===== src/rtl/armleocpu_div_sequencer_if.sv =====
// Request/response and divider-side signals of the divide sequencer.
// slave: sequencer side; master: execute stage plus divider.
interface armleocpu_div_sequencer_if;
  logic        req_valid;
  logic        req_ready;
  logic [1:0]  req_op;
  logic [31:0] req_a;
  logic [31:0] req_b;
  logic        req_kill;
  logic        resp_valid;
  logic [31:0] resp_result;
  logic        div_fetch;
  logic [31:0] div_dividend;
  logic [31:0] div_divisor;
  logic        div_ready;
  logic        div_division_by_zero;
  logic [31:0] div_quotient;
  logic [31:0] div_remainder;

  modport slave (
    input  req_valid, req_op, req_a, req_b, req_kill,
    input  div_ready, div_division_by_zero,
    input  div_quotient, div_remainder,
    output req_ready, resp_valid, resp_result,
    output div_fetch, div_dividend, div_divisor
  );

  modport master (
    output req_valid, req_op, req_a, req_b, req_kill,
    output div_ready, div_division_by_zero,
    output div_quotient, div_remainder,
    input  req_ready, resp_valid, resp_result,
    input  div_fetch, div_dividend, div_divisor
  );
endinterface


===== src/rtl/armleocpu_div_sequencer.sv =====
// DIV/DIVU/REM/REMU front-end for the iterative unsigned divider:
// sign handling, RISC-V special cases, kill/drain of in-flight ops.
module armleocpu_div_sequencer (
  input logic                        clk,
  input logic                        rst,
  armleocpu_div_sequencer_if.slave   bus
);

  typedef enum logic [1:0] {
    S_IDLE,
    S_WAIT,
    S_DRAIN
  } state_t;

  state_t      state_q, state_d;
  logic        rem_q, rem_d;
  logic        sign_a_q, sign_a_d;
  logic        sign_b_q, sign_b_d;
  logic        fetch_q, fetch_d;
  logic        valid_q, valid_d;
  logic [31:0] result_q, result_d;
  logic [31:0] dividend_q, dividend_d;
  logic [31:0] divisor_q, divisor_d;

  logic        signed_op;
  logic        sa_in;
  logic        sb_in;
  logic        b_zero;
  logic        ovf;
  logic [31:0] mag_a;
  logic [31:0] mag_b;
  logic [31:0] sel;
  logic        neg;
  logic [31:0] val;
  logic [31:0] dz_res;

  assign signed_op = ~bus.req_op[0];
  assign sa_in     = signed_op & bus.req_a[31];
  assign sb_in     = signed_op & bus.req_b[31];
  assign b_zero    = (bus.req_b == 32'h0);
  assign ovf       = signed_op
                   & (bus.req_a == 32'h8000_0000)
                   & (bus.req_b == 32'hFFFF_FFFF);
  assign mag_a     = sa_in ? -bus.req_a : bus.req_a;
  assign mag_b     = sb_in ? -bus.req_b : bus.req_b;

  // Remainder takes the dividend's sign, quotient the xor of both.
  assign sel    = rem_q ? bus.div_remainder : bus.div_quotient;
  assign neg    = rem_q ? sign_a_q : (sign_a_q ^ sign_b_q);
  assign val    = neg ? -sel : sel;
  assign dz_res = rem_q
                ? (sign_a_q ? -dividend_q : dividend_q)
                : 32'hFFFF_FFFF;

  assign bus.req_ready    = (state_q == S_IDLE) & ~rst;
  assign bus.resp_valid   = valid_q;
  assign bus.resp_result  = result_q;
  assign bus.div_fetch    = fetch_q;
  assign bus.div_dividend = dividend_q;
  assign bus.div_divisor  = divisor_q;

  always_comb begin
    state_d    = state_q;
    rem_d      = rem_q;
    sign_a_d   = sign_a_q;
    sign_b_d   = sign_b_q;
    fetch_d    = 1'b0;
    valid_d    = 1'b0;
    result_d   = result_q;
    dividend_d = dividend_q;
    divisor_d  = divisor_q;
    unique case (state_q)
      S_IDLE: begin
        if (bus.req_valid && !bus.req_kill) begin
          rem_d    = bus.req_op[1];
          sign_a_d = sa_in;
          sign_b_d = sb_in;
          if (b_zero) begin
            valid_d  = 1'b1;
            result_d = bus.req_op[1] ? bus.req_a : 32'hFFFF_FFFF;
          end else if (ovf) begin
            valid_d  = 1'b1;
            result_d = bus.req_op[1] ? 32'h0 : 32'h8000_0000;
          end else begin
            dividend_d = mag_a;
            divisor_d  = mag_b;
            fetch_d    = 1'b1;
            state_d    = S_WAIT;
          end
        end
      end
      S_WAIT: begin
        // A kill coinciding with completion needs no drain.
        if (bus.req_kill) begin
          state_d = bus.div_ready ? S_IDLE : S_DRAIN;
        end else if (bus.div_ready) begin
          valid_d  = 1'b1;
          result_d = bus.div_division_by_zero ? dz_res : val;
          state_d  = S_IDLE;
        end
      end
      S_DRAIN: begin
        if (bus.div_ready) state_d = S_IDLE;
      end
      default: state_d = S_IDLE;
    endcase
  end

  always_ff @(posedge clk) begin
    if (rst) begin
      state_q    <= S_IDLE;
      rem_q      <= 1'b0;
      sign_a_q   <= 1'b0;
      sign_b_q   <= 1'b0;
      fetch_q    <= 1'b0;
      valid_q    <= 1'b0;
      result_q   <= 32'h0;
      dividend_q <= 32'h0;
      divisor_q  <= 32'h0;
    end else begin
      state_q    <= state_d;
      rem_q      <= rem_d;
      sign_a_q   <= sign_a_d;
      sign_b_q   <= sign_b_d;
      fetch_q    <= fetch_d;
      valid_q    <= valid_d;
      result_q   <= result_d;
      dividend_q <= dividend_d;
      divisor_q  <= divisor_d;
    end
  end

endmodule


===== src/flat_wrapper.sv =====
// flat-port wrapper written by rule: the top's interface ports become plain ports
module armleocpu_div_sequencer_flat 
  (clk, rst, bus_req_valid, bus_req_op, bus_req_a, bus_req_b, bus_req_kill, bus_div_ready, bus_div_division_by_zero, bus_div_quotient, bus_div_remainder, bus_req_ready, bus_resp_valid, bus_resp_result, bus_div_fetch, bus_div_dividend, bus_div_divisor);
  armleocpu_div_sequencer_if bus_i ();
  input logic clk;
  input logic rst;
  input wire logic [$bits(bus_i.req_valid)-1:0] bus_req_valid;
  input wire logic [$bits(bus_i.req_op)-1:0] bus_req_op;
  input wire logic [$bits(bus_i.req_a)-1:0] bus_req_a;
  input wire logic [$bits(bus_i.req_b)-1:0] bus_req_b;
  input wire logic [$bits(bus_i.req_kill)-1:0] bus_req_kill;
  input wire logic [$bits(bus_i.div_ready)-1:0] bus_div_ready;
  input wire logic [$bits(bus_i.div_division_by_zero)-1:0] bus_div_division_by_zero;
  input wire logic [$bits(bus_i.div_quotient)-1:0] bus_div_quotient;
  input wire logic [$bits(bus_i.div_remainder)-1:0] bus_div_remainder;
  output wire logic [$bits(bus_i.req_ready)-1:0] bus_req_ready;
  output wire logic [$bits(bus_i.resp_valid)-1:0] bus_resp_valid;
  output wire logic [$bits(bus_i.resp_result)-1:0] bus_resp_result;
  output wire logic [$bits(bus_i.div_fetch)-1:0] bus_div_fetch;
  output wire logic [$bits(bus_i.div_dividend)-1:0] bus_div_dividend;
  output wire logic [$bits(bus_i.div_divisor)-1:0] bus_div_divisor;
  assign bus_i.req_valid = bus_req_valid;
  assign bus_i.req_op = bus_req_op;
  assign bus_i.req_a = bus_req_a;
  assign bus_i.req_b = bus_req_b;
  assign bus_i.req_kill = bus_req_kill;
  assign bus_i.div_ready = bus_div_ready;
  assign bus_i.div_division_by_zero = bus_div_division_by_zero;
  assign bus_i.div_quotient = bus_div_quotient;
  assign bus_i.div_remainder = bus_div_remainder;
  assign bus_req_ready = bus_i.req_ready;
  assign bus_resp_valid = bus_i.resp_valid;
  assign bus_resp_result = bus_i.resp_result;
  assign bus_div_fetch = bus_i.div_fetch;
  assign bus_div_dividend = bus_i.div_dividend;
  assign bus_div_divisor = bus_i.div_divisor;
  armleocpu_div_sequencer u_core (.clk(clk), .rst(rst), .bus(bus_i));
endmodule

===== config.mk =====
export PLATFORM = sky130hd
export DESIGN_NAME = armleocpu_div_sequencer_flat
export DESIGN_NICKNAME = d
export VERILOG_FILES = /design/src/rtl/armleocpu_div_sequencer_if.sv /design/src/rtl/armleocpu_div_sequencer.sv /design/src/flat_wrapper.sv
export SDC_FILE = /design/constraint.sdc
export NUM_CORES = 1
export LEC_CHECK = 0
export BUFFER_PORTS_ARGS = -buffer_cell sky130_fd_sc_hd__buf_2
export CAP_MARGIN = 0
export CORE_ASPECT_RATIO = 1.75
export CORE_MARGIN = 2
export CORE_UTILIZATION = 55
export DETAILED_ROUTE_END_ITERATION = 6
export HOLD_SLACK_MARGIN = 0.02
export PLACE_DENSITY = 0.91
export SLEW_MARGIN = 10
export SYNTH_ARGS = -nofsm -noshare
export SYNTH_HDL_FRONTEND = slang
export SYNTH_SLANG_ARGS = --single-unit

===== constraint.sdc =====
create_clock -name clk -period 9.9 [get_ports clk]
set_clock_uncertainty 0.05 [all_clocks]
set_input_delay 1.98 -clock clk [delete_from_list [all_inputs] [get_ports clk]]
set_output_delay 1.98 -clock clk [all_outputs]
set_load 0.03 [all_outputs]

==> results of run 1 <==
kinds of logic after synthesis:
kind of cell,Yosys count
and+or+nand+nor,348
AOI/OAI and AO/OA,300
xor gates and xnor gates,109
DFF,103
buffers and inverters,89
muxes,37
adders and majority gates,5
worst paths after layout:
check,start,end,slack [ns],cells after the start
setup / recovery,bus_req_a[25],u_core.bus.resp_result[21]$_SDFFE_PP0P_,5.02,8
setup reg to reg,u_core.rem_q$_SDFFE_PP0P_,u_core.bus.resp_result[21]$_SDFFE_PP0P_,5.82,8
hold reg to reg,u_core.bus.resp_result[10]$_SDFFE_PP0P_,u_core.bus.resp_result[10]$_SDFFE_PP0P_,0.40,2
hold / removal,u_core.bus.resp_result[10]$_SDFFE_PP0P_,u_core.bus.resp_result[10]$_SDFFE_PP0P_,0.40,2
area by class of cell:
class                   instances  area share (%)
well taps                     177            2.42
clock buffers                   9            2.46
multi-input cells             799            57.5
clock inverters                 7            1.12
inverters                      10           0.409
repair buffers                244            13.6
flip-flops and latches        103            22.5
per-layer routing:
metal  part of all wire (%)  wire, um
met5                      0         0
met3                    7.9      2020
met4                    6.7      1720
met1                     35      9030
met2                     50     12900
sequential cells by signal, summed over array words and instances, names as in the netlist:
signal and cells:
u_core.bus.div_dividend 32, u_core.bus.div_divisor 32, u_core.bus.div_fetch 1, u_core.bus.resp_result 32, u_core.bus.resp_valid 1, u_core.rem_q 1
u_core.sign_a_q 1, u_core.sign_b_q 1, u_core.state_q 2
critical path, cell delays in order:
cell and delay [ns]:
buf_2 0.12, or4_1 0.55, or3_1 0.38, or4_1 0.56, o31ai_4 0.44, a21o_4 0.55, nor2_1 0.11, a311oi_1 0.36
report_power, final:
part / switching [mW] / leakage [nW] / total [mW] / internal, mW
registers: 0.0231 / 0.843 / 0.459 / 0.436
clock network: 0.174 / 0.162 / 0.399 / 0.226
logic: 0.202 / 2.43 / 0.313 / 0.111
total: 0.399 / 3.44 / 1.17 / 0.772
stage by stage:
stage          worst slack (ns)  total power, mW  cell area (um2)  hold WS [ns]
2_1_floorplan              4.72            0.667             7720         0.387
3_5_place_dp               4.76            0.773             8840         0.390
5_1_grt                    4.85             1.21             9170         0.420
4_1_cts                    5.09             1.16             9170         0.400
6_report                   5.02             1.17             9170         0.401
3_3_place_gp               4.83            0.767             8840         0.386
layout by cell type, fill, tap and decap left out, drive strengths merged, types with 12 or more instances in the layout:
master  netlist  routed
buf          19     244
nor2        133     133
dfxtp       103     103
o21ai        64      64
a211oi       56      56
xor2         55      55
xnor2        54      54
nand2        53      53
a21oi        46      46
mux2i        34      34
nor3         34      34
o31ai        26      26
a311oi       25      25
or3          19      19
or4          16      16
o221ai       15      15
nand4        14      14
nor4         14      14
inv          10      13
o41ai        12      12
a31oi        12      12
==> metrics.yaml, run 1 <==
status:
  outcome: "finished with violations"
  failed_checks: "design-rule violations"
layout:
  num_antenna_cells: 0
  multi_input_comb_area_um2: 5270
  layout.cells.non_filler: 1349
  final_util_pct: 66.6
  ff_latch_area_um2: 2060
  drive_gt1_share_pct: 25.4
  area_delta_synth_final_pct: 18.8
  num-fill-cells: 1147
  layout.nets: 1308
floorplanning:
  placementRows: 57
  initial_core_util_pct: 56.1
  die_width_um: 93.5
  ioPinCount: 235
  die_area_um2: 15000
  die_y_um: 161
  coreArea_um2: 13800
timing:
  finalCriticalPeriod_ns: 4.88
  period_share_pct: 49.3
  slew_violations: 0
  setup-tns-final_ns: 0
  fmax_ghz: 0.205
  rsz0062_at_grt: "no"
  tightest_slew_ns: 1.09
  finalHoldViolations: 0
  slew_headroom_pct: 26.6
  setup_viol: 0
placed_design:
  place_congestion: 0.946
  numPortBuffers: 234
  hpwlAfterDp_mm: 19.7
  dpl.cell_count: 1333
clock_network:
  clk_latency_ns: 0.36
  tritoncts: "built"
  clk_pin_slew_ns: 0.07
  cts_resized: 0
  cts_made_buffers: 9
  cts_buffer_depth: 2
  cts_setup_buffers: 0
  htreeDepth: 3
  cts_hold_buf: 0
  clkSinkCount: 103
  clockRootBuffer: "clkbuf_16"
synthesis:
  ys_warn_count: 0
  synth_seq_cells: 103
  ys.flop_type: "dfxtp_1"
  synth_compound_area_share_pct: 27.5
  synth-adder-area-share_pct: 0.811
  synth_cell_type_count: 69
  yosysMostFrequentCell: "nor2_1"
  synthXorXnorAreaFrac_pct: 12.4
  syn_area_um2: 7720
  synth-seq-area-share_pct: 26.7
  synth_common_cells: "132 x nor2_1, 103 x dfxtp_1, 62 x o21ai_0"
  synth_top_area_cell: "dfxtp_1"
  avgSynthCellArea_um2: 7.79
  synthSimpleGateAreaFrac_pct: 22.8
  synthTopCellsByArea: "dfxtp_1 27%, nor2_1 6.4%, xor2_1 6.2%, xnor2_1 6.1%, a211oi_1 5.4%"
  synth_top_area_share_pct: 26.7
  syn_nets: 1132
  syn_inst: 991
  synth.mux.area_fraction_pct: 4.85
  synthArstFlopShare_pct: 0
  synth_top_family_by_area: "compound AO/OA/AOI/OAI gates"
  synth-edff-count: 0
power:
  peakVddDrop_mv: 0.105
  p_leak_nw: 3.44
  power_density_nw_per_um2: 128
grt:
  grt_max_degree: 72
  grtUsageTotal_pct: 33.0
  grt-ovfl-total: 0
  gr-max-usage-layer: "met2"
  antenna_found_initial: 0
  grt_pass1_wl_mm: 39.8
  use_met2_pct: 57.9
  grt_use_met1_pct: 36.6
  use_met3_pct: 5.21
  grt_pass1_vias: 7984
setup_path:
  arrival_ns: 5.07
  cp-end-kind: "flip-flop"
  cp.required_ns: 10.09
  critical_path_class: "input port to flip-flop"
  startpoint_type: "input port"
  path_max_fanout: 56
drt:
  via_count: 8684
  remaining_drc_errors: 1
  dr.pass1.iters: 7
  drt_iter0_drc: 802
  wire_per_inst_um: 19.0
  viasPerCell: 6.44
  wirelength_mm: 25.7
  antenna_left: 0
flow_run:
  cap_violations: 0
min_path:
  min_path_type: "flip-flop to flip-flop"
No activity file was read; power rests on OpenSTA's default activity.
==> run 2, diff against run 1 <==
--- a/config.mk
+++ b/config.mk
@@ -9,10 +9,10 @@
 export CAP_MARGIN = 0
 export CORE_ASPECT_RATIO = 1.75
 export CORE_MARGIN = 2
-export CORE_UTILIZATION = 55
+export CORE_UTILIZATION = 53
 export DETAILED_ROUTE_END_ITERATION = 6
 export HOLD_SLACK_MARGIN = 0.02
-export PLACE_DENSITY = 0.91
+export PLACE_DENSITY = 0.88
 export SLEW_MARGIN = 10
 export SYNTH_ARGS = -nofsm -noshare
 export SYNTH_HDL_FRONTEND = slang
==> constraint.sdc (replaced) <==
create_clock -name clk -period 4.9 [get_ports clk]
set_clock_uncertainty 0.05 [all_clocks]
set_input_delay 0.98 -clock clk [delete_from_list [all_inputs] [get_ports clk]]
set_output_delay 0.98 -clock clk [all_outputs]
set_load 0.03 [all_outputs]
==> metrics.yaml, run 2 (synthesis results as in run 1) <==
power:
  power_density_nw_per_um2: 248  # was 128 nW/um2
  p_leak_nw: 3.43  # was 3.44 nW
  peakVddDrop_mv: 0.202  # was 0.105 mV
setup_path:
  arrival_ns: 3.92  # was 5.07 ns
  slowest_delay_ns: 0.55  # was 0.56 ns
  path_max_fanout: 56  # unchanged
  startpoint_type: "input port"  # unchanged
  critical_path_class: "input port to flip-flop"  # unchanged
  slowest_stage: "a21o_4"  # was or4_1
  path_cells: "buf_2, or4_1, or3_1, or4_1, o31ai_4, a21o_4, nor2_1, a311oi_1"  # unchanged
  critical_path.top_delay_family: "simple AND/OR/NAND/NOR gates"  # unchanged
  cp.required_ns: 5.11  # was 10.09 ns
  path_buf_inv: 1  # unchanged
  cp_common_cell: "or4_1"  # unchanged
  cp-end-kind: "flip-flop"  # unchanged
  worstReg2RegStart: "u_core.rem_q$_SDFFE_PP0P_"  # unchanged
  reg2reg_to: "u_core.bus.resp_result[26]$_SDFFE_PP0P_"  # was u_core.bus.resp_result[21]$_SDFFE_PP0P_
  r2r_cells: 8  # unchanged
  rrSetupSlack_ns: 1.46  # was 5.82 ns
drt:
  via_count: 8512  # was 8684
  dr.pass1.iters: 6  # was 7
  viasPerCell: 6.28  # was 6.44
  antenna_left: 0  # unchanged
  remaining_drc_errors: 0  # was 1
  wirelength_mm: 25.1  # was 25.7 mm
  drt_iter0_drc: 766  # was 802
  wire_per_inst_um: 18.5  # was 19.0 um
placed_design:
  place_congestion: 0.916  # was 0.946
  place_area_um2: 8870  # was 8840 um2
  hpwlAfterDp_mm: 19.6  # was 19.7 mm
  dpl.cell_count: 1338  # was 1333
  numPortBuffers: 234  # unchanged
layout:
  area_delta_synth_final_pct: 18.8  # about the same
  layout.cells.non_filler: 1355  # was 1349
  final_cell_mix: "233 x buf_2, 132 x nor2_1, 102 x dfxtp_1"  # unchanged
  layout.nets: 1310  # was 1308
  final_util_pct: 64.1  # was 66.6%
  post-route-cell-area_um2: 9170  # about the same
  layout_commonest_cell: "buf_2"  # unchanged
  drive_gt1_share_pct: 25.6  # was 25.4%
  num-fill-cells: 1268  # was 1147
  ff_latch_area_um2: 2060  # unchanged
  multi_input_comb_area_um2: 5270  # unchanged
timing:
  fmax_ghz: 0.269
  tightest_slew_ns: 1.05  # was 1.09 ns
  slew_violations: 0  # unchanged
  timing.hold.ws_ns: 0.400  # was 0.401 ns
  finalCriticalPeriod_ns: 3.72
  finalHoldViolations: 0  # unchanged
  slew_headroom_pct: 29.8  # was 26.6%
  setup-tns-final_ns: 0  # unchanged
  period_share_pct: 75.9
  setup_viol: 0  # unchanged
  rsz0062_at_grt: "no"  # unchanged
status:
  outcome: "finished, final reports clean"  # was finished with violations
min_path:
  worstHoldStart: "u_core.bus.resp_result[6]$_SDFFE_PP0P_"  # was u_core.bus.resp_result[10]$_SDFFE_PP0P_
  hold_end: "u_core.bus.resp_result[6]$_SDFFE_PP0P_"  # was u_core.bus.resp_result[10]$_SDFFE_PP0P_
  min_path_type: "flip-flop to flip-flop"  # unchanged
  hold-path-cell-count: 2  # unchanged
floorplanning:
  placementRows: 58  # was 57
  initial_core_util_pct: 54.0  # was 56.1%
  die_area_um2: 15600  # was 15000 um2
  die_width_um: 95.2  # was 93.5 um
  ioPinCount: 235  # unchanged
  die_y_um: 164  # was 161 um
  coreArea_um2: 14300  # was 13800 um2
clock_network:
  cts_made_buffers: 9  # unchanged
  cts_buffer_depth: 2  # unchanged
  tritoncts: "built"  # unchanged
  clockRootBuffer: "clkbuf_16"  # unchanged
  clkSinkCount: 103  # unchanged
  clk_latency_ns: 0.35  # was 0.36 ns
  cts_resized: 0  # unchanged
  cts_hold_buf: 0  # unchanged
  cts_setup_buffers: 0  # unchanged
  htreeDepth: 3  # unchanged
  clk_pin_slew_ns: 0.07  # about the same
grt:
  grtUsageTotal_pct: 31.5  # was 33.0%
  grt-ovfl-total: 0  # unchanged
  grt_pass1_wl_mm: 39.0  # was 39.8 mm
  grt_max_degree: 119  # was 72
  grt_pass1_vias: 7822  # was 7984
  antenna_found_initial: 1  # was 0
flow_run:
  cap_violations: 0  # unchanged
[run 2: cell count changes in the layout (fill, tap and decap cells not counted), sizes merged]
cell      previous run  this run
clkbuf               9        11
diode                0         1
buf                244       246
clkinvlp             0         1
bufinv               2         0
inv                 13        12
[run 2: final cells by class]
cell class,count,share of cell area [%]
antenna,1,0.0273
clock buffer,11,2.76
clock inverter,5,0.423
inverter,10,0.409
multi-input combinational,799,57.5
sequential,103,22.5
tap,180,2.46
timing repair buffer,246,13.9
[run 2: routing by layer]
metal	wire length, um	GRT usage, %	share of wire [%]	up-vias
met1	8910	33.7	35	3925
met3	2050	6.60	8.2	82
li1	-	-	-	4074
met5	0	0	0	-
met2	12900	57.0	51	431
met4	1260	15.9	5.0	0
[run 2: worst min-delay path: cells and delay by family, from the launching register on]
family / cells / cell delay, ns
AND/OR/NAND/NOR: 1 / 0.05
AO/OA/AOI/OAI: 1 / 0.05
flip-flops: 1 / 0.31
[run 2: through the flow]
step                      power [mW]  setup slack, ns
after floorplan                 1.35             1.28
after global placement          1.55            0.940
after detailed placement        1.56            0.848
after CTS                       2.27             1.21
after global routing            2.36             1.02
final                           2.27             1.18
[run 2: report_power, final]
part           internal (mW)  switching (mW)  total (mW)
Clock                  0.377           0.343       0.719
Combinational          0.225           0.402       0.627
Sequential             0.881          0.0460       0.927
[run 2: how the worst max path moves through the flow]
stage | startpoint | end | slack, ns | cells past startpoint
6_report | bus_req_a[25] | u_core.bus.resp_result[17]$_SDFFE_PP0P_ | 1.18 | 8
3_5_place_dp | bus_req_a[25] | u_core.bus.resp_result[25]$_SDFFE_PP0P_ | 0.85 | 8
4_1_cts | bus_req_a[25] | u_core.bus.resp_result[25]$_SDFFE_PP0P_ | 1.21 | 8
2_1_floorplan | bus_req_b[14] | u_core.bus.resp_result[24]$_SDFFE_PP0P_ | 1.28 | 10
5_1_grt | bus_req_a[25] | u_core.bus.resp_result[17]$_SDFFE_PP0P_ | 1.02 | 8
3_3_place_gp | bus_req_a[25] | u_core.bus.resp_result[26]$_SDFFE_PP0P_ | 0.94 | 8
==> run 3, diff against run 2 <==
--- a/config.mk
+++ b/config.mk
@@ -5,11 +5,12 @@
 export SDC_FILE = /design/constraint.sdc
 export NUM_CORES = 1
 export LEC_CHECK = 0
+export ABC_AREA = 1
 export BUFFER_PORTS_ARGS = -buffer_cell sky130_fd_sc_hd__buf_2
 export CAP_MARGIN = 0
 export CORE_ASPECT_RATIO = 1.75
 export CORE_MARGIN = 2
-export CORE_UTILIZATION = 53
+export CORE_UTILIZATION = 54
 export DETAILED_ROUTE_END_ITERATION = 6
 export HOLD_SLACK_MARGIN = 0.02
 export PLACE_DENSITY = 0.88
==> constraint.sdc (replaced) <==
create_clock -name clk -period 3.8 [get_ports clk]
set_clock_uncertainty 0.05 [all_clocks]
set_input_delay 0.76 -clock clk [delete_from_list [all_inputs] [get_ports clk]]
set_output_delay 0.76 -clock clk [all_outputs]
set_load 0.03 [all_outputs]
==> metrics.yaml, run 3 <==
status:
  outcome: "finished, final reports clean"  # unchanged
floorplanning:
  die_y_um: 172  # was 164 um
  placementRows: 61  # was 58
  die_area_um2: 17200  # was 15600 um2
  coreArea_um2: 15900  # was 14300 um2
  die_width_um: 100  # was 95.2 um
  initial_core_util_pct: 54.9  # was 54.0%
  ioPinCount: 235  # unchanged
timing:
  finalHoldViolations: 0  # unchanged
  fmax_ghz: 0.340
  setup-tns-final_ns: 0  # unchanged
  tightest_slew_ns: 0.898  # was 1.05 ns
  post-route-worst-setup-slack_ns: 0.862  # was 1.18 ns
  finalCriticalPeriod_ns: 2.94
  period_share_pct: 77.3
  slew_headroom_pct: 40.0  # was 29.8%
  rsz0062_at_grt: "no"  # unchanged
  setup_viol: 0  # unchanged
  slew_violations: 0  # unchanged
drt:
  wire_per_inst_um: 17.4  # was 18.5 um
  antenna_left: 0  # unchanged
  via_count: 11000  # was 8512
  remaining_drc_errors: 0  # unchanged
  drt_iter0_drc: 947  # was 766
  wirelength_mm: 33.2  # was 25.1 mm
  dr.pass1.iters: 6  # unchanged
  viasPerCell: 5.79  # was 6.28
placed_design:
  place_congestion: 0.982  # was 0.916
  hpwlAfterDp_mm: 26.3  # was 19.6 mm
  dp_slack_ns: 0.849  # was 0.848 ns
  numPortBuffers: 234  # unchanged
synthesis:
  synth_cell_type_count: 48  # was 69
  syn_inst: 1514  # was 991
  ys.flop_type: "dfxtp_1"  # unchanged
  synthArstFlopShare_pct: 0  # unchanged
  synth-seq-area-share_pct: 23.6  # was 26.7%
  avgSynthCellArea_um2: 5.76  # was 7.79 um2
  synth_common_cells: "380 x nand2_1, 185 x nor2_1, 167 x inv_1"  # was 132 x nor2_1, 103 x dfxtp_1, 62 x o21ai_0
  synth_seq_cells: 103  # unchanged
  synth-edff-count: 0  # unchanged
  synth_top_area_share_pct: 23.6  # was 26.7%
  synth_top_area_cell: "dfxtp_1"  # unchanged
  yosysMostFrequentCell: "nand2_1"  # was nor2_1
  ys_warn_count: 0  # unchanged
  syn_nets: 1655  # was 1132
  synthTopCellsByArea: "dfxtp_1 24%, nand2_1 16%, nand3_1 8.6%, o21ai_0 8.0%, nor2_1 8.0%"  # was dfxtp_1 27%, nor2_1 6.4%, xor2_1 6.2%, xnor2_1 6.1%, a211oi_1 5.4%
  syn_area_um2: 8720  # was 7720 um2
grt:
  grt-ovfl-total: 0  # unchanged
  grtUsageTotal_pct: 37.9  # was 31.5%
  grt_max_degree: 50  # was 119
  grt_pass1_wl_mm: 51.0  # was 39.0 mm
  grt_pass1_vias: 10500  # was 7822
  antenna_found_initial: 1  # unchanged
power:
  seq_power_share_pct: 34.8  # was 40.8%
  p_int_mw: 2.19  # was 1.48 mW
  p_sw_share_pct: 37.0  # was 34.8%
  combinationalPowerShare_pct: 33.7  # was 27.6%
  p_sw_mw: 1.29  # was 0.791 mW
  power_density_nw_per_um2: 338  # was 248 nW/um2
  p_leak_nw: 5.16  # was 3.43 nW
  peakVddDrop_mv: 0.226  # was 0.202 mV
  clkPwrFrac_pct: 31.5  # was 31.6%
flow_run:
  cap_violations: 0  # unchanged
min_path:
  hold-path-cell-count: 2  # unchanged
  worstHoldStart: "u_core.bus.div_divisor[20]$_SDFFE_PP0P_"  # was u_core.bus.resp_result[6]$_SDFFE_PP0P_
  min_path_type: "flip-flop to flip-flop"  # unchanged
  hold_end: "u_core.bus.div_divisor[20]$_SDFFE_PP0P_"  # was u_core.bus.resp_result[6]$_SDFFE_PP0P_
setup_path:
  cp_common_cell: "nand2_1"  # was or4_1
  rrSetupSlack_ns: 0.86  # was 1.46 ns
  path_buf_inv: 3  # was 1
  path_max_fanout: 39  # was 56
  arrival_ns: 3.20  # was 3.92 ns
  path_cells: "inv_6, nand2_1, nand2_1, inv_1, ha_1, nand3_1, nor2_2, nand3_2, nand2_1, xnor2_1, nand2_1, nand2_1, nand2_1, nand3_1, nand2_1, inv_1"  # was buf_2, or4_1, or3_1, or4_1, o31ai_4, a21o_4, nor2_1, a311oi_1
  worstReg2RegStart: "u_core.rem_q$_SDFFE_PP0P_"  # unchanged
  critical_path_class: "flip-flop to flip-flop"  # was input port to flip-flop
  slowest_delay_ns: 0.59  # was 0.55 ns
  critical_path.top_delay_family: "simple AND/OR/NAND/NOR gates"  # unchanged
  cp-end-kind: "flip-flop"  # unchanged
  slowest_stage: "dfxtp_2"  # was a21o_4
  cp.required_ns: 4.06  # was 5.11 ns
  r2r_cells: 16  # was 8
  startpoint_type: "flip-flop"  # was input port
  reg2reg_to: "u_core.bus.resp_result[12]$_SDFFE_PP0P_"  # was u_core.bus.resp_result[26]$_SDFFE_PP0P_
  cp-startpoint: "u_core.rem_q$_SDFFE_PP0P_"  # was bus_req_a[25]
clock_network:
  htreeDepth: 3  # unchanged
  clockRootBuffer: "clkbuf_16"  # unchanged
  cts_setup_buffers: 0  # unchanged
  cts_resized: 0  # unchanged
  clk_pin_slew_ns: 0.07  # about the same
  cts_buffer_depth: 2  # unchanged
  tritoncts: "built"  # unchanged
  cts_made_buffers: 9  # unchanged
  clkSinkCount: 103  # unchanged
  clk_latency_ns: 0.36  # was 0.35 ns
  cts_hold_buf: 0  # unchanged
layout:
  multi_input_comb_area_um2: 5650  # was 5270 um2
  final_util_pct: 64.8  # was 64.1%
  drive_gt1_share_pct: 18.2  # was 25.6%
  final_cell_mix: "380 x nand2_1, 234 x buf_2, 185 x nor2_1"  # was 233 x buf_2, 132 x nor2_1, 102 x dfxtp_1
  num-fill-cells: 1626  # was 1268
  ff_latch_area_um2: 2060  # unchanged
  layout_commonest_cell: "nand2_1"  # was buf_2
  layout.nets: 1854  # was 1310
  area_delta_synth_final_pct: 18.0  # was 18.8%
run 3: cells by family (layout without fill, tap and decap cells):
family / after synthesis / in the layout / share of synthesized area [%]
AOI/OAI and AO/OA: 309 / 309 / 18.8
xor gates and xnor gates: 54 / 54 / 5.42
adders and majority gates: 5 / 5 / 0.717
buffers and inverters: 240 / 444 / 11.6
DFF: 103 / 103 / 23.6
other: 0 / 1 / 0
and+or+nand+nor: 803 / 803 / 39.8
run 3: layout make-up:
cell class                 count  area share [%]
clock inverter                 5            1.01
timing repair buffer         255            12.9
tap                          189            2.30
inverter                     173            6.36
antenna                        1          0.0243
sequential                   103            20.1
multi-input combinational   1171            54.9
clock buffer                  11            2.46
run 3: worst min-delay path: stages (launching register included):
cell and delay [ns]:
dfxtp_1 0.31, nand2_1 0.06, a21oi_1 0.06
run 3: per-stage QoR:
| step | hold slack, ns | power [mW] | area, um2 | std cells |
|---|---|---|---|---|
| after CTS | 0.417 | 3.45 | 10300 | 1907 |
| after global placement | 0.400 | 2.35 | 9930 | 1891 |
| after detailed placement | 0.404 | 2.37 | 9930 | 1891 |
| after floorplan | 0.477 | 2.00 | 8720 | 1514 |
| final | 0.420 | 3.47 | 10300 | 1908 |
| after global routing | 0.450 | 3.64 | 10300 | 1908 |
run 3: metal layers:
| metal | vias up | part of all wire, % | track usage, % |
|---|---|---|---|
| li1 | 5331 | - | - |
| met1 | 4945 | 33 | 35.6 |
| met2 | 585 | 51 | 69.4 |
| met3 | 181 | 6.6 | 5.86 |
| met4 | 0 | 9.7 | 34.2 |
| met5 | - | 0 | 0 |
run 3: how the worst max path moves through the flow:
stage                                                to  slack (ns)  cells after the start
3_3_place_gp    u_core.bus.resp_result[20]$_SDFFE_PP0P_        0.94                     17
2_1_floorplan                             bus_req_ready        1.44                      3
5_1_grt         u_core.bus.resp_result[20]$_SDFFE_PP0P_        0.64                     17
3_5_place_dp   u_core.bus.div_dividend[17]$_SDFFE_PP0P_        0.85                     15
4_1_cts         u_core.bus.resp_result[14]$_SDFFE_PP0P_        0.92                     15
6_report        u_core.bus.resp_result[12]$_SDFFE_PP0P_        0.86                     16
run 3: power groups by stage:
stage / combinational [mW] / clock (mW) / sequential (mW)
2_1_floorplan: 0.677 / 0 / 1.33
3_3_place_gp: 1.13 / 0 / 1.23
3_5_place_dp: 1.14 / 0 / 1.23
4_1_cts: 1.15 / 1.10 / 1.20
5_1_grt: 1.28 / 1.14 / 1.21
6_report: 1.17 / 1.10 / 1.21
